## config.mk

```make
export PLATFORM = sky130hd
export DESIGN_NAME = dm_arbiter
export DESIGN_NICKNAME = d
export VERILOG_FILES = /design/src/rtl/dm_arbiter.sv
export SDC_FILE = /design/constraint.sdc
export NUM_CORES = 1
export LEC_CHECK = 0
export ABC_AREA = 1
export CORE_ASPECT_RATIO = 0.9
export CORE_MARGIN = 8
export CORE_UTILIZATION = 37
export DETAILED_ROUTE_END_ITERATION = 12
export GPL_ROUTABILITY_DRIVEN = 0
export GPL_TIMING_DRIVEN = 0
export PLACE_DENSITY = 0.93
export SKIP_LAST_GASP = 1
export SLEW_MARGIN = 20
export SYNTH_ARGS = -nofsm -noshare
export SYNTH_HDL_FRONTEND = slang
export SYNTH_SLANG_ARGS = --single-unit
```

## constraint.sdc

```tcl
create_clock -name clk -period 2.1 [get_ports clk]
set_input_delay 0.42 -clock clk [delete_from_list [all_inputs] [get_ports clk]]
set_output_delay 0.42 -clock clk [all_outputs]
set_load 0.05 [all_outputs]
```

## src/rtl/dm_arbiter.sv

```systemverilog
// Two-master arbiter/sequencer in front of the 1024x32 synchronous data memory.
// Partial-byte stores are turned into a read-modify-write of the full word.
module dm_arbiter #(
    parameter bit FIXED_PRIO = 1'b0
) (
    input  logic        clk,
    input  logic        rst,
    input  logic        m0_req,
    input  logic        m0_we,
    input  logic [3:0]  m0_be,
    input  logic [9:0]  m0_addr,
    input  logic [31:0] m0_wdata,
    output logic        m0_ack,
    output logic [31:0] m0_rdata,
    input  logic        m1_req,
    input  logic        m1_we,
    input  logic [3:0]  m1_be,
    input  logic [9:0]  m1_addr,
    input  logic [31:0] m1_wdata,
    output logic        m1_ack,
    output logic [31:0] m1_rdata,
    output logic [9:0]  mem_addr,
    output logic [31:0] mem_din,
    output logic        mem_we,
    output logic        mem_re,
    input  logic [31:0] mem_dout,
    output logic        busy
);

    typedef enum logic [2:0] {IDLE, RD, RD_RESP, WR, RMW_RD, RMW_MRG} state_t;

    state_t      state, state_next;
    logic        op_we;
    logic [3:0]  be;
    logic [9:0]  addr;
    logic [31:0] wdata;
    logic        g;
    logic        last_g;

    logic        grant_valid;
    logic        grant_id;
    logic        sel_we;
    logic [3:0]  sel_be;
    logic [9:0]  sel_addr;
    logic [31:0] sel_wdata;
    logic        ack;

    // Round-robin favours the master that was not served last; fixed priority favours master 0.
    always_comb begin
        grant_valid = m0_req | m1_req;
        grant_id    = 1'b0;
        if (m0_req && m1_req) begin
            grant_id = FIXED_PRIO ? 1'b0 : ~last_g;
        end else if (m1_req) begin
            grant_id = 1'b1;
        end
        sel_we    = grant_id ? m1_we    : m0_we;
        sel_be    = grant_id ? m1_be    : m0_be;
        sel_addr  = grant_id ? m1_addr  : m0_addr;
        sel_wdata = grant_id ? m1_wdata : m0_wdata;
    end

    always_comb begin
        state_next = state;
        case (state)
            IDLE: begin
                if (grant_valid) begin
                    if (!sel_we) begin
                        state_next = RD;
                    end else if (sel_be == 4'hF || sel_be == 4'h0) begin
                        state_next = WR;
                    end else begin
                        state_next = RMW_RD;
                    end
                end
            end
            RD:      state_next = RD_RESP;
            RD_RESP: state_next = IDLE;
            WR:      state_next = IDLE;
            RMW_RD:  state_next = RMW_MRG;
            RMW_MRG: state_next = IDLE;
            default: state_next = IDLE;
        endcase
    end

    always_ff @(posedge clk or posedge rst) begin
        if (rst) begin
            state  <= IDLE;
            last_g <= 1'b1;
            op_we  <= 1'b0;
            be     <= 4'h0;
            addr   <= 10'h0;
            wdata  <= 32'h0;
            g      <= 1'b0;
        end else begin
            state <= state_next;
            if (state == IDLE && grant_valid) begin
                op_we  <= sel_we;
                be     <= sel_be;
                addr   <= sel_addr;
                wdata  <= sel_wdata;
                g      <= grant_id;
                last_g <= grant_id;
            end
        end
    end

    // Memory strobes and acks come only from state and latched fields, never from live requests.
    always_comb begin
        mem_addr = addr;
        mem_din  = 32'h0;
        mem_we   = 1'b0;
        mem_re   = 1'b0;
        ack      = 1'b0;
        case (state)
            RD, RMW_RD: mem_re = 1'b1;
            RD_RESP:    ack = 1'b1;
            WR: begin
                ack = 1'b1;
                if (be == 4'hF) begin
                    mem_we  = 1'b1;
                    mem_din = wdata;
                end
            end
            RMW_MRG: begin
                ack    = 1'b1;
                mem_we = 1'b1;
                for (int i = 0; i < 4; i++) begin
                    mem_din[8*i +: 8] = be[i] ? wdata[8*i +: 8] : mem_dout[8*i +: 8];
                end
            end
            default: ;
        endcase
    end

    always_comb begin
        m0_ack   = ack & ~g;
        m1_ack   = ack & g;
        m0_rdata = (state == RD_RESP && !g && !op_we) ? mem_dout : 32'h0;
        m1_rdata = (state == RD_RESP &&  g && !op_we) ? mem_dout : 32'h0;
        busy     = (state != IDLE);
    end

endmodule

```

==> impl_metrics.csv <==
group,metric,value,unit
sta,number_of_slew_limit_violations_in_the_final_report,0,
synthesis,synth_ff_type,"dfrtp_1",
synthesis,netlist_instances,582,
final_layout,n_antenna_cell,0,
power,power.density,1120,nW/um^2
cts,cts_max_level,2,
cts,numClockSinks,52,
cts,clk_latency,0.31,ns
synthesis,synthDistinctLibCells,24,
synthesis,synth_async_sr_flop_share,100,%
synthesis,post-synth-top-count-cell,"nor2_1",
drt,post-route-drc-count,0,
sta,final_period_minus_worst_setup_slack,2.42,ns
power,total_leakage_power,0.00335,uW
place,numPortBuffers,239,
outcome,run_status,"complete, but fails checks",
worst_setup_path,path_class,"reg -> out",
synthesis,postSynthNetCount,712,
place,dpl_worst_slack,-0.919,ns
synthesis,synth_seq_cells,52,
cts,clock_tree_from_tritoncts,"yes",
synthesis,synth-seq-area-share,35.7,%
place,detailedPlacementHpwl,12.7,mm
sta,max_clock_freq,413,MHz
sta,hold_ws,0.521,ns
worst_setup_path,end_kind,"output port",
synthesis,number_of_enable_type_register_cells_in_the_synthesized_netlist,0,
sta,rsz_0062_raised_after_global_routing,"true",
global_routing,first_global_vias,4779,
drt,drt_first_pass_iters,5,
sta,setup_tns_after_final_layout,-21.36,ns
drt,count_of_routing_violations_after_the_opening_detailed_route_iteration,405,
worst_setup_path,cp.required,1.68,ns
cts,clockRootBuffer,"clkbuf_8",
place,placed_area,6300,um^2
sta,timing.final.ws_setup,-0.319,ns
die,fp-row-count,34,
drt,detail_route.vias_per_cell,5.30,
global_routing,wire_length_of_the_first_global_routing_pass,24.8,mm
worst_setup_path,setup.worst_path.start_class,"flop",
die,fp.dieW,121,um
die,core,9610,um^2
final_layout,nets,974,
sta,final-hold-violation-count,0,
sta,max_slew.worst_pin.slew,0.697,ns
synthesis,area_of_the_mapped_netlist,3650,um^2
die,fp.dieArea,13300,um^2
final_layout,final_area,7280,um^2
cts,clk_pin_slew,0.10,ns
cts,clock_tree.buffer_depth,2,
sta,timing.slew.headroom,53.6,%
drt,routed_wire_length_per_instance,18.9,um
synthesis,synth_top_cell_by_area,"dfrtp_1",
sta,period_share,115,%
drt,routed_via_count,5142,
synthesis,synth.top_cells.by_area,"dfrtp_1 35%, nor2_1 11%, nand2_1 11%",
final_layout,area_growth_syn_to_layout,99.6,%
synthesis,synth_area_per_cell,6.26,um^2
global_routing,globalRouteTotalUtil,23.6,%
cts,tritoncts.num_buffers,5,
final_layout,post_route_cells_drive_above_1_share,29.7,%
global_routing,antenna_found_initial,0,
drt,route.antenna.remaining_nets,0,
sta,finClkSkew,0.00402,ns
power,peakVddDrop,0.00104,V
die,floorplan.die.height,110,um
power,power.total,8150,uW
flow_run,timing.max_cap.violations,0,
global_routing,globalRouteOverflowTotal,0,
worst_setup_path,cp_max_fo,8,
die,starting_utilization_of_the_core_area,37.9,%
drt,wl,18.4,mm
sta,report.final.setup_viol,97,
global_routing,grt_max_degree,53,
synthesis,ys_top_cells_by_count,"106 x nor2_1, 105 x nand2_1, 93 x inv_1, 70 x o21ai_0, 51 x dfrtp_1",
outcome,failed_checks,"negative setup slack",
synthesis,yosysTopAreaCellShare,35.0,%
die,io-pin-count,241,
worst_hold_path,hold_class,"reg -> reg",
worst_setup_path,worst_ep_arrival_time,2.00,ns
synthesis,synth_warn,0,
## report_power, final
group / leakage [uW] / total (uW) / switching (uW) / internal (uW)
clock: 0.0000552 / 704 / 349 / 355
combinational: 0.00267 / 5520 / 3550 / 1980
sequential: 0.000626 / 1920 / 399 / 1520
total: 0.00335 / 8150 / 4290 / 3860
## layer usage
layer / routed length [um] / vias to the layer above / track usage [%]
met4: 603 / 0 / 8.99
met3: 1530 / 53 / 5.50
met5: 0 / - / 0
met2: 9660 / 287 / 42.3
li1: - / 2373 / -
met1: 6590 / 2429 / 26.9
## cell families after synthesis
| group | Yosys count | synth area share (%) |
|---|---|---|
| flops | 52 | 35.7 |
| simple gates | 235 | 26.0 |
| buf+inv | 137 | 14.9 |
| compound gates | 158 | 23.4 |
## state kept, by name (all words and copies together) (netlist names)
| name | count |
|---|---|
| op_we | 1 |
| be | 4 |
| state | 3 |
| mem_addr | 10 |
| g | 1 |
| last_g | 1 |
| wdata | 32 |
## critical path, stage by stage (launching register included)
cell and delay, ns:
dfrtp_1 0.41, inv_2 0.08, nor3_2 0.19, inv_2 0.08, nor3_4 0.15, nand3_4 0.19, buf_6 0.20, o21ai_1 0.18
buf_6 0.19
## path summary, 6_finish.rpt
| check | to | from | cells after the start | slack, ns |
|---|---|---|---|---|
| worst max-delay path | mem_din[15] | state[0] | 8 | -0.32 |
| worst min-delay path | last_g | last_g | 2 | 0.52 |
| worst max register to register | wdata[24] | state[0] | 7 | 0.19 |
| worst min register to register | last_g | last_g | 2 | 0.52 |
| max in group asynchronous | be[3] | rst | 2 | 1.03 |
| min in group asynchronous | mem_addr[4] | rst | 2 | 0.56 |
## area by class of cell
cell class	instances	area [um^2]
Multi-Input combinational cell	393	2280
Sequential cell	52	1310
Clock buffer	6	72.6
Inverter	97	367
Fill cell	659	2340
Buffer	36	280
Clock inverter	2	35.0
Tap cell	126	158
Timing Repair Buffer	259	2780
## timing repair
item	in CTS	in global routing
hold buffers	0	0
resized for setup	588	271
setup endpoints to repair	101	108
endpoints found under the hold margin	0	0
buffers inserted	2	12
gates cloned	1	5
pin swaps	1	3
## metrics by stage
| step | utilization, % | std cells |
|---|---|---|
| floorplan | - | 582 |
| global placement | 65.5 | 947 |
| detailed placement | 65.6 | 947 |
| CTS | 65.3 | 955 |
| global route | 75.7 | 971 |
| finish | 75.7 | 971 |
## cells in the final DEF (no fill, tap or decap), types with 11 or more instances in the layout
| cell type | count |
|---|---|
| clkdlybuf4s50_1 | 138 |
| nand2_1 | 105 |
| inv_1 | 91 |
| buf_6 | 89 |
| o21ai_0 | 70 |
| nor2_1 | 50 |
| dfrtp_1 | 48 |
| o22ai_1 | 42 |
| nor2_4 | 29 |
| nor2_2 | 28 |
| buf_4 | 22 |
| o21ai_1 | 21 |
| o21ai_2 | 13 |
| buf_8 | 11 |
(Power assumes the default switching activity.)
==> edit 1, RTL diff (config.mk and constraints unchanged) <==
Encoding of `state_t`: now Gray code (3 bits for 6 states).
--- a/src/rtl/dm_arbiter.sv
+++ b/src/rtl/dm_arbiter.sv
@@ -27,7 +27,7 @@
     output logic        busy
 );
 
-    typedef enum logic [2:0] {IDLE, RD, RD_RESP, WR, RMW_RD, RMW_MRG} state_t;
+    typedef enum logic [2:0] {IDLE = 3'b000, RD = 3'b001, RD_RESP = 3'b011, WR = 3'b010, RMW_RD = 3'b110, RMW_MRG = 3'b111} state_t;
 
     state_t      state, state_next;
     logic        op_we;
Function: same outputs for any inputs over 10 cycles, from zero or initial values and one cycle with rst high; not proved beyond that.
==> edit 1 against the original RTL <==
The flow still finishes with violations (setup timing). Sequential cell count is the same. Synthesized area grew 3.7%. Largest power group unchanged. Worst setup slack gained 160 ps. Sequential power shrank 5%. Routed wire length shrank 3.6%. Design area is essentially flat. Power shrank 9.4%. Highest routed layer unchanged. Largest cell class unchanged. Die area grew 3.2%. Critical endpoint is now mem_din[23].
==> edit 1: results (changes against the original RTL) <==
outcome=complete, but fails checks; failing checks=setup timing; Clk Latency, worst-skew pair=280 ps (-30 ps); GR Layer Usage met1=26.2% (-0.74 points); critical path's largest stage delay=340 ps (-70 ps); Inverters=81 (-16%); top post-synthesis cells by area=dfrtp_1 (34%), o21ai_0 (13%), nor2_1 (11%), nand2_1 (9.5%), inv_1 (7.9%); final setup margin=-161 ps (+159 ps); synth cell count leaders=nor2_1 (111), o21ai_0 (98), nand2_1 (96); P_leak=3.34 nW (-0.36%); Seq/Total Area, Yosys=34.4% (-1.3 points); clock buffer count=8 (+2); non-clock buffer count=294 (-0.34%); Area after DPL=6450 um2 (+2.4%); met1 wire length=6600 um (+0.18%); Data buffer area share=41.7% (-0.35 points); met2 wire length=9180 um (-4.9%); die area=13,700 um2 (+3.2%); multi-input combinational area share=31.9% (+0.59 points); Clock-cell share=2.01% (+0.53 points); synth warn=0 (unchanged); post-layout instance area=7270 um2 (about the same); dpl hpwl=13,300 um (+4.9%); clock root cell=clkbuf_16; worst vdd ir=0.000899 V (-14%); Port-buffer cells=240 (+0.42%); r2r setup slk=300 ps (+110 ps); CP Launch Point=be[2]$_DFFE_PP0P_; Seq/total area=17.9% (about the same); Critical Path AT=1840 ps (-160 ps); Clock transition at path regs=70 ps (-30 ps); final WL=17,700 um (-3.6%); number of DRC markers in iteration 0=353 (-13%); Slew HR=54.3% (+0.77 points); routed wl met3=1610 um (+5.2%); placed cell count=943 (-0.42%); vias in the first global route=4,834 (+1.2%); Post-Syn Nets=704 (-1.1%); Final TNS setup=-4600 ps (+16,750 ps); Worst setup endpoint=mem_din[23]; Fin Clk Skew=3.62 ps (-0.400 ps); first-pass GRT wire length=25,800 um (+3.7%); Filler cells=762 (+16%); vias per cell=5.08 (-4.1%); Yosys cell types=28 (+17%); M2 GR Usage=43.4% (+1.1 points); share of cells above drive strength 1=30.5% (+0.83 points); CP delay by family, top=buffers and inverters; Finish-stage setup viols=65 (-33%); GRT met3 Usage=7.03% (+1.5 points); total track usage=23.7% (+0.17 points); Reg-to-Reg End=wdata[15]$_DFFE_PP0P_; RR Startpoint=state[1]$_DFFE_PP0P_; Syn Area/Cell=6.59 um2 (+5.2%); multi-input gates=400 (+1.8%); Finished Layout Cells=964 (-0.72%)
## edit 1: cell types whose count changed after synthesis, sizes merged
cell and change:
a21oi +1, buf +8, clkbuf -7, inv -16, mux2i +1, nand2 -8
nand3 -4, nand3b -1, nand4 +1, nor2 +7, nor3 -2, o21ai +22
o22ai -10
## edit 1: what timing repair did
action,CTS,global route
endpoints found under the setup margin,101,98
gates cloned,2,1
gates resized for setup,682,135
setup buffers,9,5
pin swaps,3,3
## edit 1: cells by family after synthesis
logic type	share of synthesized area, %
AOI/OAI and AO/OA	26.6
buffers and inverters	14.2
DFF	34.4
muxes	0.265
and+or+nand+nor	24.6
## edit 1: where the power goes
part	total, mW	internal, mW	switching, mW
logic	4.73	1.72	3.01
clock network	0.838	0.477	0.361
registers	1.82	1.52	0.298
## edit 1: metrics by stage
step	worst slack, ps	hold WS (ps)
global placement	-689	480
global route	-242	533
floorplan	-261	473
detailed placement	-722	499
finish	-161	502
CTS	-185	508
==> edit 2, RTL diff (same flow settings) <==
Without the edit above. Set the parameter `FIXED_PRIO` to 1'b1 (it was 1'b0).
--- a/src/rtl/dm_arbiter.sv
+++ b/src/rtl/dm_arbiter.sv
@@ -1,7 +1,7 @@
 // Two-master arbiter/sequencer in front of the 1024x32 synchronous data memory.
 // Partial-byte stores are turned into a read-modify-write of the full word.
 module dm_arbiter #(
-    parameter bit FIXED_PRIO = 1'b0
+    parameter bit FIXED_PRIO = 1'b1
 ) (
     input  logic        clk,
     input  logic        rst,
Formal check against the unedited RTL: not equivalent (Yosys sat finds a counterexample within 4 cycles, from zero or initial values and one cycle with rst high).
==> edit 2 against the original RTL <==
The run still ends with setup timing left. Global-route usage fell by 1.1 points. Combinational power shrank 12%. Core utilization decreased by 4.3 points. Clock power up 51%. Power down 6.0%. Sequential cell count is 1 lower. Sequential power shrank 8%. Design area shrank 0.79%. Non-clock buffer count is 2 lower. Routed wire length decreased by 9.3%. Worst setup slack better by 230 ps. Synthesized area increased by 4.2%.
==> edit 2: results (changes against the original RTL) <==
Hold Path Origin=mem_addr[1]$_DFFE_PP0P_; Reg power frac=23.1% (-0.5 points); Synth Area in Compound Gates=22.4% (-0.94 points); nets=969 (-0.51%); vias per cell=4.96 (-6.4%); Clock transition at path regs=70 ps (-30 ps); crit-path max FO=10 (+2); Worst Hold End=mem_addr[1]$_DFFE_PP0P_; outcome=complete, but fails checks; Seq/Total Area, Yosys=33.6% (-2.1 points); critical path's largest stage delay=470 ps (+60 ps); M2 GR Usage=39.6% (-2.7 points); Area after DPL=6480 um2 (+2.8%); failing checks=setup timing; GRT met3 Usage=6.17% (+0.67 points); P_leak=3.31 nW (-1.1%); final setup margin=-86.0 ps (+233 ps); vias in the first global route=4,619 (-3.3%); Finish-stage setup viols=86 (-11%); CP delay by family, top=simple AND/OR/NAND/NOR gates; Clk Latency, worst-skew pair=290 ps (-20 ps); Critical Path AT=1770 ps (-230 ps); CP max stage cell=dfrtp_2; GR Layer Usage met1=26.9% (-0.080 points); combinational share of power=63.1% (-4.7 points); pin count of the biggest net entering global routing=28 (-47%)
==> edit 2: worst max-delay path by stage <==
stage                         endpoint  slack, ps
after global placement      mem_din[0]       -780
after detailed placement    mem_din[1]       -790
after CTS                   mem_din[0]       -160
final                      m0_rdata[2]        -90
after global routing      m1_rdata[26]       -150
after floorplan            mem_din[11]       -370
==> edit 2: kinds of logic after synthesis <==
group	after synthesis
flip-flops	51
buffers and inverters	128
AND/OR/NAND/NOR	254
AO/OA/AOI/OAI	147
==> edit 2: per-layer routing <==
layer	share of wire [%]	vias to the layer above
li1	-	2361
met1	39	2236
met2	50	192
met3	9.5	14
met4	1.3	0
met5	0	-
==> edit 2: final cells by class <==
class / count / share of cell area [%]
multi-input combinational: 401 / 32.1
buffer: 35 / 3.80
inverter: 87 / 4.75
clock inverter: 3 / 0.936
tap: 129 / 2.24
clock buffer: 5 / 1.73
sequential: 51 / 17.7
timing repair buffer: 258 / 36.7
==> edit 2: repair_timing <==
action	in CTS	in global routing
cloned	2	0
resized for setup	661	137
hold buffers	0	0
endpoints found under the setup margin	101	102
setup buffers	14	4
pin swaps	8	7
==> edit 2: per-stage QoR <==
step | utilization (%) | setup WS [ps] | TNS [ps] | std cells
2_1_floorplan | - | -370 | -1110 | 580
3_3_place_gp | 63.9 | -778 | -91840 | 948
3_5_place_dp | 64.1 | -793 | -65140 | 949
4_1_cts | 66.9 | -156 | -7650 | 969
5_1_grt | 71.4 | -155 | -9660 | 969
6_report | 71.4 | -86.0 | -3140 | 969
